File: config.mk
export PLATFORM = sky130hd
export DESIGN_NAME = risc_run_ctrl
export DESIGN_NICKNAME = d
export VERILOG_FILES = /design/src/rtl/risc_pkg.sv /design/src/rtl/run_cycle_counter.sv /design/src/rtl/risc_run_ctrl.sv
export SDC_FILE = /design/constraint.sdc
export NUM_CORES = 1
export LEC_CHECK = 0
export ABC_CLOCK_PERIOD_IN_PS = 3300
export CAP_MARGIN = 20
export CORE_ASPECT_RATIO = 1.5
export CORE_MARGIN = 2
export CORE_UTILIZATION = 25
export CTS_CLUSTER_DIAMETER = 80
export CTS_CLUSTER_SIZE = 16
export DETAILED_ROUTE_END_ITERATION = 10
export GPL_ROUTABILITY_DRIVEN = 0
export GPL_TIMING_DRIVEN = 1
export SKIP_CTS_REPAIR_TIMING = 1
export SLEW_MARGIN = 0
export SYNTH_ARGS = -nofsm -noshare
export SYNTH_HDL_FRONTEND = slang
export SYNTH_SLANG_ARGS = --single-unit
File: constraint.sdc
create_clock -name clk_i -period 3.3 [get_ports clk_i]
set_clock_uncertainty 0.2 [all_clocks]
set_input_delay 0.33 -clock clk_i [delete_from_list [all_inputs] [get_ports clk_i]]
set_output_delay 0.33 -clock clk_i [all_outputs]
set_load 0.1 [all_outputs]
File: src/rtl/risc_pkg.sv
// Shared definitions for the KGP-RISC run controller: state encoding and
// the default sequencing constants used by the top level and its bench.
package risc_pkg;

    typedef enum logic [1:0] {
        ST_IDLE  = 2'd0,
        ST_RESET = 2'd1,
        ST_RUN   = 2'd2,
        ST_DONE  = 2'd3
    } run_state_e;

    localparam int unsigned DEF_RST_CYCLES = 2;
    localparam int unsigned DEF_MAX_CYCLES = 134;
    localparam int unsigned DEF_CNT_W      = 32;

endpackage

File: src/rtl/run_cycle_counter.sv
// Saturating, clearable up-counter with a terminal-match flag that fires on
// the enabled cycle whose increment lands exactly on TERM.
module run_cycle_counter #(
    parameter int unsigned    W    = 32,
    parameter logic [W-1:0]   TERM = '0
) (
    input  logic         clk_i,
    input  logic         rst_i,
    input  logic         clr_i,
    input  logic         en_i,
    output logic [W-1:0] q_o,
    output logic         tc_o
);

    logic [W-1:0] q_q;
    logic [W-1:0] q_d;
    logic         at_max;

    assign at_max = (q_q == '1);

    always_comb begin
        q_d = q_q;
        if (clr_i) begin
            q_d = '0;
        end else if (en_i && !at_max) begin
            q_d = q_q + W'(1);
        end
    end

    always_ff @(posedge clk_i) begin
        if (rst_i) begin
            q_q <= '0;
        end else begin
            q_q <= q_d;
        end
    end

    // A TERM of zero can never be reached by a saturating increment.
    assign tc_o = en_i && !clr_i && !at_max && ((q_q + W'(1)) == TERM);
    assign q_o  = q_q;

endmodule

File: src/rtl/risc_run_ctrl.sv
// Run controller for the KGP-RISC core: stretched core reset, free-run or
// single-step clock enable, halt detection and an enabled-cycle watchdog.
//
// state    | meaning
// ---------+----------------------------------------------------------
// ST_IDLE  | core held in reset, waiting for start
// ST_RESET | core reset stretched for RST_CYCLES cycles
// ST_RUN   | core released; enabled every cycle or one cycle per step
// ST_DONE  | run ended by halt or watchdog; core state kept for inspection
module risc_run_ctrl
    import risc_pkg::*;
#(
    parameter int unsigned RST_CYCLES = DEF_RST_CYCLES,
    parameter int unsigned MAX_CYCLES = DEF_MAX_CYCLES,
    parameter int unsigned CNT_W      = DEF_CNT_W
) (
    input  logic             clk_i,
    input  logic             rst_i,
    input  logic             start_i,
    input  logic             abort_i,
    input  logic             step_mode_i,
    input  logic             step_i,
    input  logic             halt_in_i,
    output logic             cpu_rst_o,
    output logic             cpu_en_o,
    output logic             running_o,
    output logic             done_o,
    output logic             timeout_o,
    output logic [CNT_W-1:0] cycle_count_o
);

    localparam logic [CNT_W-1:0] RST_TERM = CNT_W'(RST_CYCLES);
    localparam logic [CNT_W-1:0] MAX_TERM = CNT_W'(MAX_CYCLES);

    run_state_e state_q, state_d;
    logic       cpu_rst_q, cpu_rst_d;
    logic       cpu_en_q, cpu_en_d;
    logic       running_q, running_d;
    logic       done_q, done_d;
    logic       timeout_q, timeout_d;

    logic             start_go;
    logic             halt_hit;
    logic             wd_tc;
    logic             wd_hit;
    logic             rst_tc;
    logic             rst_exit;
    logic             step_grant;
    logic [CNT_W-1:0] rst_cnt;

    assign start_go   = start_i && !abort_i &&
                        ((state_q == ST_IDLE) || (state_q == ST_DONE));
    assign halt_hit   = cpu_en_q && halt_in_i;
    assign wd_hit     = (MAX_CYCLES != 0) && wd_tc;
    assign step_grant = (state_q == ST_RUN) && step_i && !cpu_en_q;

    // The >= guard keeps a zero RST_CYCLES from trapping the FSM in ST_RESET.
    assign rst_exit = rst_tc || (rst_cnt >= RST_TERM);

    run_cycle_counter #(
        .W    (CNT_W),
        .TERM (MAX_TERM)
    ) u_cycle_cnt (
        .clk_i (clk_i),
        .rst_i (rst_i),
        .clr_i (start_go),
        .en_i  (cpu_en_q),
        .q_o   (cycle_count_o),
        .tc_o  (wd_tc)
    );

    run_cycle_counter #(
        .W    (CNT_W),
        .TERM (RST_TERM)
    ) u_rst_cnt (
        .clk_i (clk_i),
        .rst_i (rst_i),
        .clr_i (start_go),
        .en_i  (state_q == ST_RESET),
        .q_o   (rst_cnt),
        .tc_o  (rst_tc)
    );

    always_comb begin
        state_d = state_q;

        case (state_q)
            ST_IDLE: begin
                if (start_go) state_d = ST_RESET;
            end
            ST_RESET: begin
                if (rst_exit) state_d = ST_RUN;
            end
            ST_RUN: begin
                if (halt_hit || wd_hit) state_d = ST_DONE;
            end
            ST_DONE: begin
                if (start_go) state_d = ST_RESET;
            end
            default: state_d = ST_IDLE;
        endcase

        if (abort_i) state_d = ST_IDLE;

        cpu_rst_d = (state_d == ST_IDLE) || (state_d == ST_RESET);
        running_d = (state_d == ST_RUN);
        done_d    = (state_d == ST_DONE);
        cpu_en_d  = (state_d == ST_RUN) && (!step_mode_i || step_grant);

        // Halt outranks the watchdog when both land on the same enabled cycle.
        timeout_d = 1'b0;
        if (state_d == ST_DONE) begin
            timeout_d = (state_q == ST_DONE) ? timeout_q : (wd_hit && !halt_hit);
        end
    end

    always_ff @(posedge clk_i) begin
        if (rst_i) begin
            state_q   <= ST_IDLE;
            cpu_rst_q <= 1'b1;
            cpu_en_q  <= 1'b0;
            running_q <= 1'b0;
            done_q    <= 1'b0;
            timeout_q <= 1'b0;
        end else begin
            state_q   <= state_d;
            cpu_rst_q <= cpu_rst_d;
            cpu_en_q  <= cpu_en_d;
            running_q <= running_d;
            done_q    <= done_d;
            timeout_q <= timeout_d;
        end
    end

    assign cpu_rst_o = cpu_rst_q;
    assign cpu_en_o  = cpu_en_q;
    assign running_o = running_q;
    assign done_o    = done_q;
    assign timeout_o = timeout_q;

endmodule
# Word level (Yosys, flattened, before mapping)

Index checks and enable logic that the tools add are counted.

Add/subtract/negate cells: 2
$mul: 0
Div/mod/pow operators: 0
Magnitude comparators: 1
Eq/ne operators: 10
Shift-type cells: 0
Multiplexer cells: 5
Bitwise logic cells: 1
Reduce and logical (&&, ||, !) cells: 32

Operators with widths:

| kind                    | count |
|---|---|
| $add A32 B1 Y32 const B | 2 |
| $eq A32 B32 Y1 const B  | 2 |
| $eq A32 B2 Y1 const B   | 1 |
| $eq A32 B8 Y1 const B   | 1 |
| $ge A32 B2 Y1 const B   | 1 |
| $logic_and A1 B1 Y1     | 15 |
| $eq A2 B2 Y1 const B    | 4 |
| $mux W2                 | 4 |
| $logic_not A1 Y1        | 7 |
| $pmux W2 S3             | 1 |
| $reduce_or A2 Y1        | 3 |
| $logic_or A1 B1 Y1      | 5 |
| $eq A2 B1 Y1 const B    | 2 |
| $logic_not A2 Y1        | 2 |
| $not A1 Y1              | 1 |

Bits in registers: 71
Latch bits: 0
RAM bits: 0
ROM bits: 0
Input port bits: 7
Output and inout bits: 37
Logic and storage cells: 59
Memories: 0

# Depth between registers and ports, before layout

Gate-level depths: netlist of the first run.

Depth in word-level cells: 14
Mapped depth: 11
Mapped depth without buffers: 9

# Modules after synthesis

Synthesis of the first run repeated with hierarchy kept, for this count alone.

Cells, all modules: 590
Area total of the unflattened synthesis: 4,884.7 um2

By module, submodules not included:

| module                          | instances | cells an instance | area an instance (um2) | seq. area each (um2) |
|---|---|---|---|---|
| run_cycle_counter (u_cycle_cnt) | 1         | 280               | 2,234.6                | 640.6 |
| run_cycle_counter (u_rst_cnt)   | 1         | 263               | 2,184.6                | 640.6 |
| risc_run_ctrl                   | 1         | 47                | 465.4                  | 140.1 |

# Least setup slack after synthesis of the first run

Ideal clock, no wire load.

Kind: flip-flop to flip-flop
Start: register u_cycle_cnt.q_q[0], in the netlist u_cycle_cnt.q_o[0]
End: register cpu_en_q, in the netlist cpu_en_o
Setup time: 0.116 ns
Arrival time: 3.021 ns
Required time: 2.984 ns
Slack: -0.037 ns
Stages on the path, launching flop included: 11
Buffers on the path: 1
Clock period less this slack: 3.337 ns
Path through: dfxtp_1 > ha_1 > and3_1 > buf_4 > nand3_2 > o32a_1 > a211oi_1 > o211ai_2 > nor4_2 > nor2_2 > and4_1

Word-level cells in the longest chain between the ends: 10
Elaborated cells on any way between the ends: 12
Classes of those cells: add/sub (1); eq/ne (3); mux (3); reduce/logical (5)

Ends and longest elaborated chain:

| element                                                                 | line                    | RTL |
|---|---|---|
| from (decl)                                                             | run_cycle_counter.sv:15 | `logic [W-1:0] q_q;` |
| from (signal assigned)                                                  | run_cycle_counter.sv:34 | `q_q <= q_d;` |
| parallel branches: the longest is 3 deep, another holds $add A32 B1 Y32 | --                      |  |
| $logic_and A1 B1 Y1 *                                                   | run_cycle_counter.sv:39 | `assign tc_o = en_i && !clr_i && !at_max && ((q_q + W'(1)) == TERM);` |
| $logic_or A1 B1 Y1 *                                                    | risc_run_ctrl.sv:95     | `if (halt_hit \|\| wd_hit) state_d = ST_DONE;` |
| $mux W2 *                                                               | risc_run_ctrl.sv:95     |  |
| $pmux W2 S3 *                                                           | risc_run_ctrl.sv:87     | `case (state_q)` |
| $mux W2 *                                                               | risc_run_ctrl.sv:103    | `if (abort_i) state_d = ST_IDLE;` |
| $eq A2 B2 Y1 *                                                          | risc_run_ctrl.sv:108    | `cpu_en_d = (state_d == ST_RUN) && (!step_mode_i \|\| step_grant);` |
| $logic_and A1 B1 Y1 *                                                   | risc_run_ctrl.sv:108    |  |
| to (signal assigned)                                                    | risc_run_ctrl.sv:128    | `cpu_en_q <= cpu_en_d;` |
| to (decl)                                                               | risc_run_ctrl.sv:37     | `logic cpu_en_q, cpu_en_d;` |

Mark *: on every way between the ends.
A chain may end at the register's enable or synchronous reset.

# Worst setup path after layout of the first run

Start: register u_rst_cnt.q_q[1], in the netlist u_rst_cnt.q_o[1]
End: register done_q, in the netlist done_o

Word-level cells in the longest chain between the ends: 9
Elaborated cells on any way between the ends: 12
Classes of those cells: add/sub (1); order compare (1); eq/ne (3); mux (3); reduce/logical (4)

Ends and longest elaborated chain:

| element                                                                 | line                    | RTL |
|---|---|---|
| from (decl)                                                             | run_cycle_counter.sv:15 |  |
| from (signal assigned)                                                  | run_cycle_counter.sv:34 |  |
| parallel branches: the longest is 4 deep, another holds $add A32 B1 Y32 | --                      |  |
| $logic_or A1 B1 Y1 *                                                    | risc_run_ctrl.sv:58     | `assign rst_exit = rst_tc \|\| (rst_cnt >= RST_TERM);` |
| $mux W2 *                                                               | risc_run_ctrl.sv:92     | `if (rst_exit) state_d = ST_RUN;` |
| $pmux W2 S3 *                                                           | risc_run_ctrl.sv:87     |  |
| $mux W2 *                                                               | risc_run_ctrl.sv:103    |  |
| $eq A2 B2 Y1 *                                                          | risc_run_ctrl.sv:107    | `done_d = (state_d == ST_DONE);` |
| to (signal assigned)                                                    | risc_run_ctrl.sv:130    | `done_q <= done_d;` |
| to (decl)                                                               | risc_run_ctrl.sv:39     | `logic done_q, done_d;` |

Marks and branches as above.

==> results of run 1 <==
==> stage by stage <==
step	power [mW]	utilization	hold WS, ns	std cells
global route	2.003	0.2991	0.3633	869
CTS	1.956	0.2991	0.3392	869
finish	1.927	0.2991	0.3434	869
global placement	0.9716	0.2833	0.3198	853
detailed placement	0.9718	0.2833	0.3313	853
floorplan	0.9386	-	0.1991	587
==> per-layer routing <==
metal	part of all wire	GRT usage	vias up
met5	0	0	-
met4	0.024	0.04451	0
met3	0.032	0.02804	25
met2	0.54	0.2459	95
met1	0.40	0.1495	2027
li1	-	-	2148
==> logic make-up after synthesis <==
| kind of cell | Yosys count | share of synthesized area |
|---|---|---|
| DFF | 71 | 0.3013 |
| xor gates and xnor gates | 77 | 0.1430 |
| buffers and inverters | 58 | 0.05942 |
| AOI/OAI and AO/OA | 73 | 0.1180 |
| muxes | 2 | 0.004509 |
| and+or+nand+nor | 298 | 0.3525 |
| adders and majority gates | 8 | 0.02122 |
==> critical path: stages (launching register included) <==
cell and delay [ns]:
dfxtp_1 0.48, ha_1 0.36, inv_1 0.15, nor3_1 0.46, o211ai_1 0.18, a22o_1 0.27
a211oi_1 0.22, nand4_2 0.14, or3b_4 0.28, a21oi_1 0.06
==> final cells by class <==
| type | instances | area [um^2] | share of cell area |
|---|---|---|---|
| Clock inverter | 3 | 42.54 | 0.007668 |
| Inverter | 16 | 60.06 | 0.01083 |
| Tap cell | 252 | 315.3 | 0.05683 |
| Multi-Input combinational cell | 458 | 3015 | 0.5435 |
| Timing Repair Buffer | 56 | 440.4 | 0.07939 |
| Clock buffer | 13 | 250.2 | 0.04511 |
| Sequential cell | 71 | 1424 | 0.2567 |
==> final timing paths <==
check	slack, ns	cells after the start	end
worst max-delay path	0.38	9	done_o
worst min-delay path	0.34	2	u_cycle_cnt.q_o[31]
worst max register to register	0.38	9	done_o
worst min register to register	0.34	2	u_cycle_cnt.q_o[31]
==> Yosys cell counts (9+ instances only) <==
master,n,area [um^2]
nand3_1,32,160.2
a21oi_1,11,55.05
a211oi_1,9,67.56
clkbuf_1,17,63.81
xor2_1,41,359.1
nand2_1,47,176.4
buf_2,14,70.07
nand4_1,21,131.4
o21ai_0,10,50.05
dfxtp_1,71,1421
xnor2_1,36,315.3
and4_1,9,78.83
or3_1,9,56.30
nor4_1,12,75.07
and3_1,21,131.4
inv_1,16,60.06
nor2_1,78,292.8
nor3_1,26,130.1
==> power groups by stage <==
stage               logic [mW]  clock network [mW]  registers [mW]
finish                  0.0849               0.975           0.867
global route            0.0939                1.04           0.867
CTS                     0.0862                1.00           0.867
detailed placement      0.0859                   0           0.886
global placement        0.0860                   0           0.886
floorplan               0.0434                   0           0.895
==> state kept, by name, indices dropped and copies added (netlist names) <==
register,count
timeout_o,1
u_cycle_cnt.q_o,32
cpu_rst_o,1
u_rst_cnt.q_o,32
cpu_en_o,1
done_o,1
running_o,1
state_q,2
==> results.cfg, run 1 <==
[outcome]
outcome = complete, no violations

[floorplan]
rows = 61
start_util = 0.2543
die_w_um = 116.2
die_area_mm2 = 0.02001
die_y_um = 172.2
fp.coreArea_mm2 = 0.01855
io_pins = 44

[hold_path]
min_from = u_cycle_cnt.q_o[31]
min_path_type = reg2reg

[detailed_routing]
vias_per_cell = 4.942
drt-pass1-iter-count = 4
drtIter0Drc = 240
vias = 4295
drc = 0
wl_per_cell_um = 14.81
postRouteWirelength_um = 12870
ant_nets = 0

[finish]
area_growth_pct = 17.61
final_common_cell = nor2_1
antennaDiodeCount = 0
design_area_mm2 = 0.005548
drive_above_1_share = 0.1621
fillers = 1980
final_cell_mix = nor2_1 (78), dfxtp_1 (69), buf_4 (48), nand2_1 (47), xor2_1 (41)
layout.nets = 627

[pwr]
p_comb_frac = 0.044
seq_power_share = 0.450
leakagePower_nw = 1.903
p_sw_uw = 432.6
max-vdd-ir-drop_mv = 0.2252
power.density_mw_per_mm2 = 347.3
power.internal_mw = 1.494
p_clk_frac = 0.506
sw_frac_of_total = 0.2245

[grt]
grt_pass1_vias = 4111
antenna_found_initial = 0
grt_pass1_wl_um = 21150
overflow = 0
grtUsageTotal = 0.1330
grt_max_degree = 43

[yosys]
yosysWarnings = 0
yosysSeqAreaShare = 0.3013
syn_inst = 587
async_flop_share = 0
yosysUniqueCellTypes = 74
syn_nets = 602
synth-edff-count = 0
ys.flop_type = dfxtp_1
synth-seq-cells = 71
syn_avg_cell_area_um2 = 8.036
netlist_area_mm2 = 0.004717

[timing]
finalCritPeriodShare = 0.8854
worstMarginPinSlew_ns = 0.9720
slew_viol_final = 0
relSlewSlack = 0.3500
fin_crit_ns = 2.922
rsz0062_at_grt = no
setup_tns_ns = 0
setup_viol = 0
fmax_mhz = 342.3
setup_slack_ns = 0.3783
hold_viol_final = 0

[place]
placed_area_mm2 = 0.005255
post-place-ws_ns = 0.4513
io_buffers = 43
hpwl_um = 9763

[critical_path]
worst_ep_required_time_ns = 3.31
start_kind = flip-flop
worstPathMaxFanout = 9
path_class = reg2reg
critPathLaunch = u_rst_cnt.q_o[1]
critPathCaptureType = flip-flop
reg2reg_from = u_rst_cnt.q_o[1]
cp_data_arrival_time_ns = 2.93

[cts]
clock_latency_ns = 0.33
root_buffer = clkbuf_16
numClockSinks = 71
htree_levels = 3
cts_buffers = 9
clock_path_buffers = 2
clkTransAtPathRegs_ns = 0.06
cts_tree = yes

[run]
maxCapViolCount = 0
No activity file was read; power rests on OpenSTA's default activity.
==> run 2: changes to the inputs <==
--- a/config.mk
+++ b/config.mk
@@ -5,7 +5,7 @@
 export SDC_FILE = /design/constraint.sdc
 export NUM_CORES = 1
 export LEC_CHECK = 0
-export ABC_CLOCK_PERIOD_IN_PS = 3300
+export ABC_CLOCK_PERIOD_IN_PS = 3250
 export CAP_MARGIN = 20
 export CORE_ASPECT_RATIO = 1.5
 export CORE_MARGIN = 2
==> constraint.sdc (replaced) <==
create_clock -name clk_i -period 3.25 [get_ports clk_i]
set_clock_uncertainty 0.2 [all_clocks]
set_input_delay 0.325 -clock clk_i [delete_from_list [all_inputs] [get_ports clk_i]]
set_output_delay 0.325 -clock clk_i [all_outputs]
set_load 0.1 [all_outputs]
==> results.cfg, run 2 (synthesis gave the netlist of run 1 again) <==
[outcome]
outcome = complete, no violations

[timing]
fin_crit_ns = 2.968
worstMarginPinSlew_ns = 0.6291
fmax_mhz = 337.0
hold_slack_ns = 0.3465
slew_viol_final = 0
rsz0062_at_grt = no
hold_viol_final = 0
finalCritPeriodShare = 0.9131
setup_viol = 0
setup_tns_ns = 0
relSlewSlack = 0.5806

[grt]
grt_pass1_vias = 4249
grt_max_degree = 34
grt_pass1_wl_um = 21080
overflow = 0
antenna_found_initial = 0
grtUsageTotal = 0.1331

[floorplan]
io_pins = 44
die_area_mm2 = 0.02001
fp.coreArea_mm2 = 0.01855
rows = 61
die_y_um = 172.2
die_w_um = 116.2
start_util = 0.2543

[place]
dpl.cell_count = 850
hpwl_um = 9826
io_buffers = 43

[critical_path]
critPathMaxStageDelay_ns = 0.49
worstPathMaxFanout = 9
reg2reg_from = u_rst_cnt.q_o[1]
cp_num_buf_inv = 1
worst_ep_required_time_ns = 3.27
start_kind = flip-flop
r2r_slack_ns = 0.28
critPathLaunch = u_rst_cnt.q_o[1]
critPathCaptureType = flip-flop
endpoint = done_o
path_class = reg2reg
critPathTopFamily = simple AND/OR/NAND/NOR gates
cp_cell_sequence = ha_1, inv_1, nor3_1, o211ai_1, a22o_1, a211oi_1, nand4_2, or3b_4, a21oi_1
crit_cells = 9
cp_data_arrival_time_ns = 2.99
rr_worst_depth = 9
crit_slowest_cell = nor3_1
r2r-end = done_o

[run]
maxCapViolCount = 0

[detailed_routing]
drtIter0Drc = 210
ant_nets = 0
vias = 4363
wl_per_cell_um = 14.97
drc = 0
vias_per_cell = 5.038
drt-pass1-iter-count = 5
postRouteWirelength_um = 12960

[cts]
clkTransAtPathRegs_ns = 0.06
root_buffer = clkbuf_16
numClockSinks = 71
cts_buffers = 9
clock_latency_ns = 0.34
clock_path_buffers = 2
htree_levels = 3
cts_tree = yes

[finish]
seqCellArea_mm2 = 0.001428
final_cells = 866
multiInputGateArea_mm2 = 0.003015
antennaDiodeCount = 0
final_cell_mix = nor2_1 (78), dfxtp_1 (66), nand2_1 (47), buf_4 (47), xor2_1 (41)
fillers = 1977
area_growth_pct = 17.64
drive_above_1_share = 0.1710
layout.nets = 624
final_common_cell = nor2_1

[pwr]
power.density_mw_per_mm2 = 362.3
leakagePower_nw = 1.905
max-vdd-ir-drop_mv = 0.2076

[hold_path]
min_path_cells = 2
min_path_type = reg2reg
-- run 2: cell count changes in the layout (fill, tap and decap cells not counted) --
cell | before | now
clkbuf_1 | 3 | 0
dfxtp_1 | 69 | 66
dfxtp_2 | 2 | 5
clkbuf_8 | 1 | 3
clkdlybuf4s50_1 | 8 | 6
buf_4 | 48 | 47
inv_6 | 0 | 1
-- run 2: worst min path at each step --
stage / slack (ns) / start / to
6_report: 0.35 / u_cycle_cnt.q_o[1] / u_cycle_cnt.q_o[1]
5_1_grt: 0.38 / u_rst_cnt.q_o[7] / u_rst_cnt.q_o[7]
4_1_cts: 0.35 / u_cycle_cnt.q_o[1] / u_cycle_cnt.q_o[1]
3_5_place_dp: 0.34 / u_cycle_cnt.q_o[1] / u_cycle_cnt.q_o[1]
3_3_place_gp: 0.33 / u_cycle_cnt.q_o[1] / u_cycle_cnt.q_o[1]
2_1_floorplan: 0.19 / rst_i / state_q[0]
-- run 2: worst reg2reg max path, delay by kind of cell, from the launching register on --
kind	cells	cell delay (ns)
AOI/OAI and AO/OA	4	0.73
buffers and inverters	1	0.16
and+or+nand+nor	3	0.94
DFF	1	0.46
adders and majority gates	1	0.36
-- run 2: layout make-up --
class	instances	area share
clock inverters	4	0.009245
multi-input cells	458	0.5434
clock buffers	12	0.04803
flip-flops and latches	71	0.2573
repair buffers	53	0.07441
inverters	16	0.01082
well taps	252	0.05682
-- run 2: per-stage QoR --
| step | utilization | instance area [um^2] | total power [mW] | worst slack [ns] |
|---|---|---|---|---|
| 2_1_floorplan | - | 4723 | 0.9530 | 0.04333 |
| 3_3_place_gp | 0.2821 | 5231 | 0.9840 | 0.4805 |
| 3_5_place_dp | 0.2821 | 5231 | 0.9844 | 0.3617 |
| 4_1_cts | 0.2992 | 5549 | 2.033 | 0.3468 |
| 5_1_grt | 0.2992 | 5549 | 2.077 | 0.06542 |
| 6_report | 0.2992 | 5549 | 2.010 | 0.2823 |
-- run 2: power by group --
group	leakage, nW	switching, mW	total, mW	internal, mW
combinational	1.18	0.0570	0.0839	0.0269
clock	0.155	0.388	1.05	0.658
sequential	0.575	0.00587	0.880	0.874
total	1.91	0.451	2.01	1.56
-- run 2: per-layer routing --
layer | vias to the layer above | global-route usage | share of wire
met2 | 115 | 0.2527 | 0.55
met3 | 39 | 0.02664 | 0.032
met1 | 2069 | 0.1352 | 0.39
met4 | 0 | 0.06729 | 0.035
met5 | - | 0 | 0
li1 | 2140 | - | -
==> run 3: changes to the inputs <==
--- a/config.mk
+++ b/config.mk
@@ -8,7 +8,6 @@
 export ABC_CLOCK_PERIOD_IN_PS = 3250
 export CAP_MARGIN = 20
 export CORE_ASPECT_RATIO = 1.5
-export CORE_MARGIN = 2
 export CORE_UTILIZATION = 25
 export CTS_CLUSTER_DIAMETER = 80
 export CTS_CLUSTER_SIZE = 16
==> results.cfg, run 3 (synthesis gave the netlist of run 1 again) <==
[cts]
clock_latency_ns = 0.34
clkTransAtPathRegs_ns = 0.06
root_buffer = clkbuf_16
htree_levels = 3
numClockSinks = 71
cts_buffers = 9
cts_tree = yes
clock_path_buffers = 2

[finish]
fillers = 2039
final_cell_mix = nor2_1 (78), dfxtp_1 (66), buf_4 (49), nand2_1 (47), xor2_1 (41)
seqCellArea_mm2 = 0.001428
antennaDiodeCount = 0
layout.nets = 628
drive_above_1_share = 0.1715
final_common_cell = nor2_1
multiInputGateArea_mm2 = 0.003015
area_growth_pct = 18.51

[critical_path]
worstPathMaxFanout = 9
start_kind = flip-flop
cp_data_arrival_time_ns = 2.89
worst_ep_required_time_ns = 3.27
critPathCaptureType = flip-flop
path_class = reg2reg

[pwr]
p_comb_frac = 0.042
power.density_mw_per_mm2 = 366.8
p_clk_frac = 0.529
p_sw_uw = 455.2
max-vdd-ir-drop_mv = 0.2057
sw_frac_of_total = 0.2220
leakagePower_nw = 1.925
power.internal_mw = 1.596
seq_power_share = 0.429

[timing]
setup_tns_ns = 0
finalCritPeriodShare = 0.8831
rsz0062_at_grt = no
fin_crit_ns = 2.870
slew_viol_final = 0
hold_viol_final = 0
worstMarginPinSlew_ns = 0.9653
setup_viol = 0
relSlewSlack = 0.3545
fmax_mhz = 348.4
setup_slack_ns = 0.3799

[detailed_routing]
drt-pass1-iter-count = 4
ant_nets = 0
vias = 4295
drtIter0Drc = 251
postRouteWirelength_um = 12850
drc = 0
wl_per_cell_um = 14.77
vias_per_cell = 4.937

[grt]
grt_pass1_vias = 4286
grt_max_degree = 35
grt_pass1_wl_um = 21320
antenna_found_initial = 0
grtUsageTotal = 0.1384
overflow = 0

[hold_path]
min_path_type = reg2reg

[floorplan]
die_w_um = 114.2
die_y_um = 170.2
io_pins = 44
fp.coreArea_mm2 = 0.01847
die_area_mm2 = 0.01943
start_util = 0.2554
rows = 61

[run]
maxCapViolCount = 0

[outcome]
outcome = complete, no violations

[place]
hpwl_um = 9779
post-place-ws_ns = 0.4151
io_buffers = 43
-- run 3: cell count changes in the layout (fill, tap and decap cells not counted) --
cell             change
buf_4                +2
bufinv_16            +1
clkbuf_1             +1
clkbuf_8             -2
clkdlybuf4s50_1      +2
clkinv_4             +1
inv_6                -1
-- run 3: power groups by stage --
stage | Clock (mW) | Sequential [mW] | Combinational [mW]
detailed placement | 0 | 0.899 | 0.0875
floorplan | 0 | 0.909 | 0.0440
global route | 1.14 | 0.881 | 0.0949
CTS | 1.11 | 0.880 | 0.0879
finish | 1.08 | 0.880 | 0.0860
global placement | 0 | 0.899 | 0.0871
-- run 3: per-layer routing --
metal  global-route usage  part of all wire
met5                    0                 0
met4              0.06550             0.032
met3              0.02315             0.025
met2               0.2603              0.54
met1               0.1476              0.40
-- run 3: worst max-delay path, stage by stage, from the launching register on --
cell	delay, ns
dfxtp_1	0.46
ha_1	0.35
inv_1	0.15
nor3_1	0.44
o211ai_1	0.15
a22o_1	0.27
a211oi_1	0.22
nand4_2	0.15
or3b_4	0.29
a21oi_1	0.06
-- run 3: worst paths after layout --
check / from / endpoint / slack (ns) / cells past startpoint
setup / recovery: u_rst_cnt.q_o[1] / done_o / 0.38 / 9
hold / removal: u_cycle_cnt.q_o[1] / u_cycle_cnt.q_o[1] / 0.35 / 2
hold reg to reg: u_cycle_cnt.q_o[1] / u_cycle_cnt.q_o[1] / 0.35 / 2
setup reg to reg: u_rst_cnt.q_o[1] / done_o / 0.38 / 9
-- run 3: layout make-up --
| type | instances | share of cell area |
|---|---|---|
| tap | 252 | 0.05640 |
| clock inverter | 5 | 0.01455 |
| inverter | 16 | 0.01074 |
| multi-input combinational | 458 | 0.5394 |
| sequential | 71 | 0.2554 |
| timing repair buffer | 57 | 0.08013 |
| clock buffer | 11 | 0.04342 |
-- run 3: through the flow --
stage	power, mW	instances	instance area, um^2	hold WS [ns]	utilization
floorplan	0.9530	587	4723	0.1941	-
global placement	0.9863	854	5266	0.3317	0.2851
detailed placement	0.9870	854	5266	0.3393	0.2851
CTS	2.079	870	5590	0.3488	0.3027
global route	2.120	870	5590	0.3876	0.3027
finish	2.051	870	5590	0.3530	0.3027
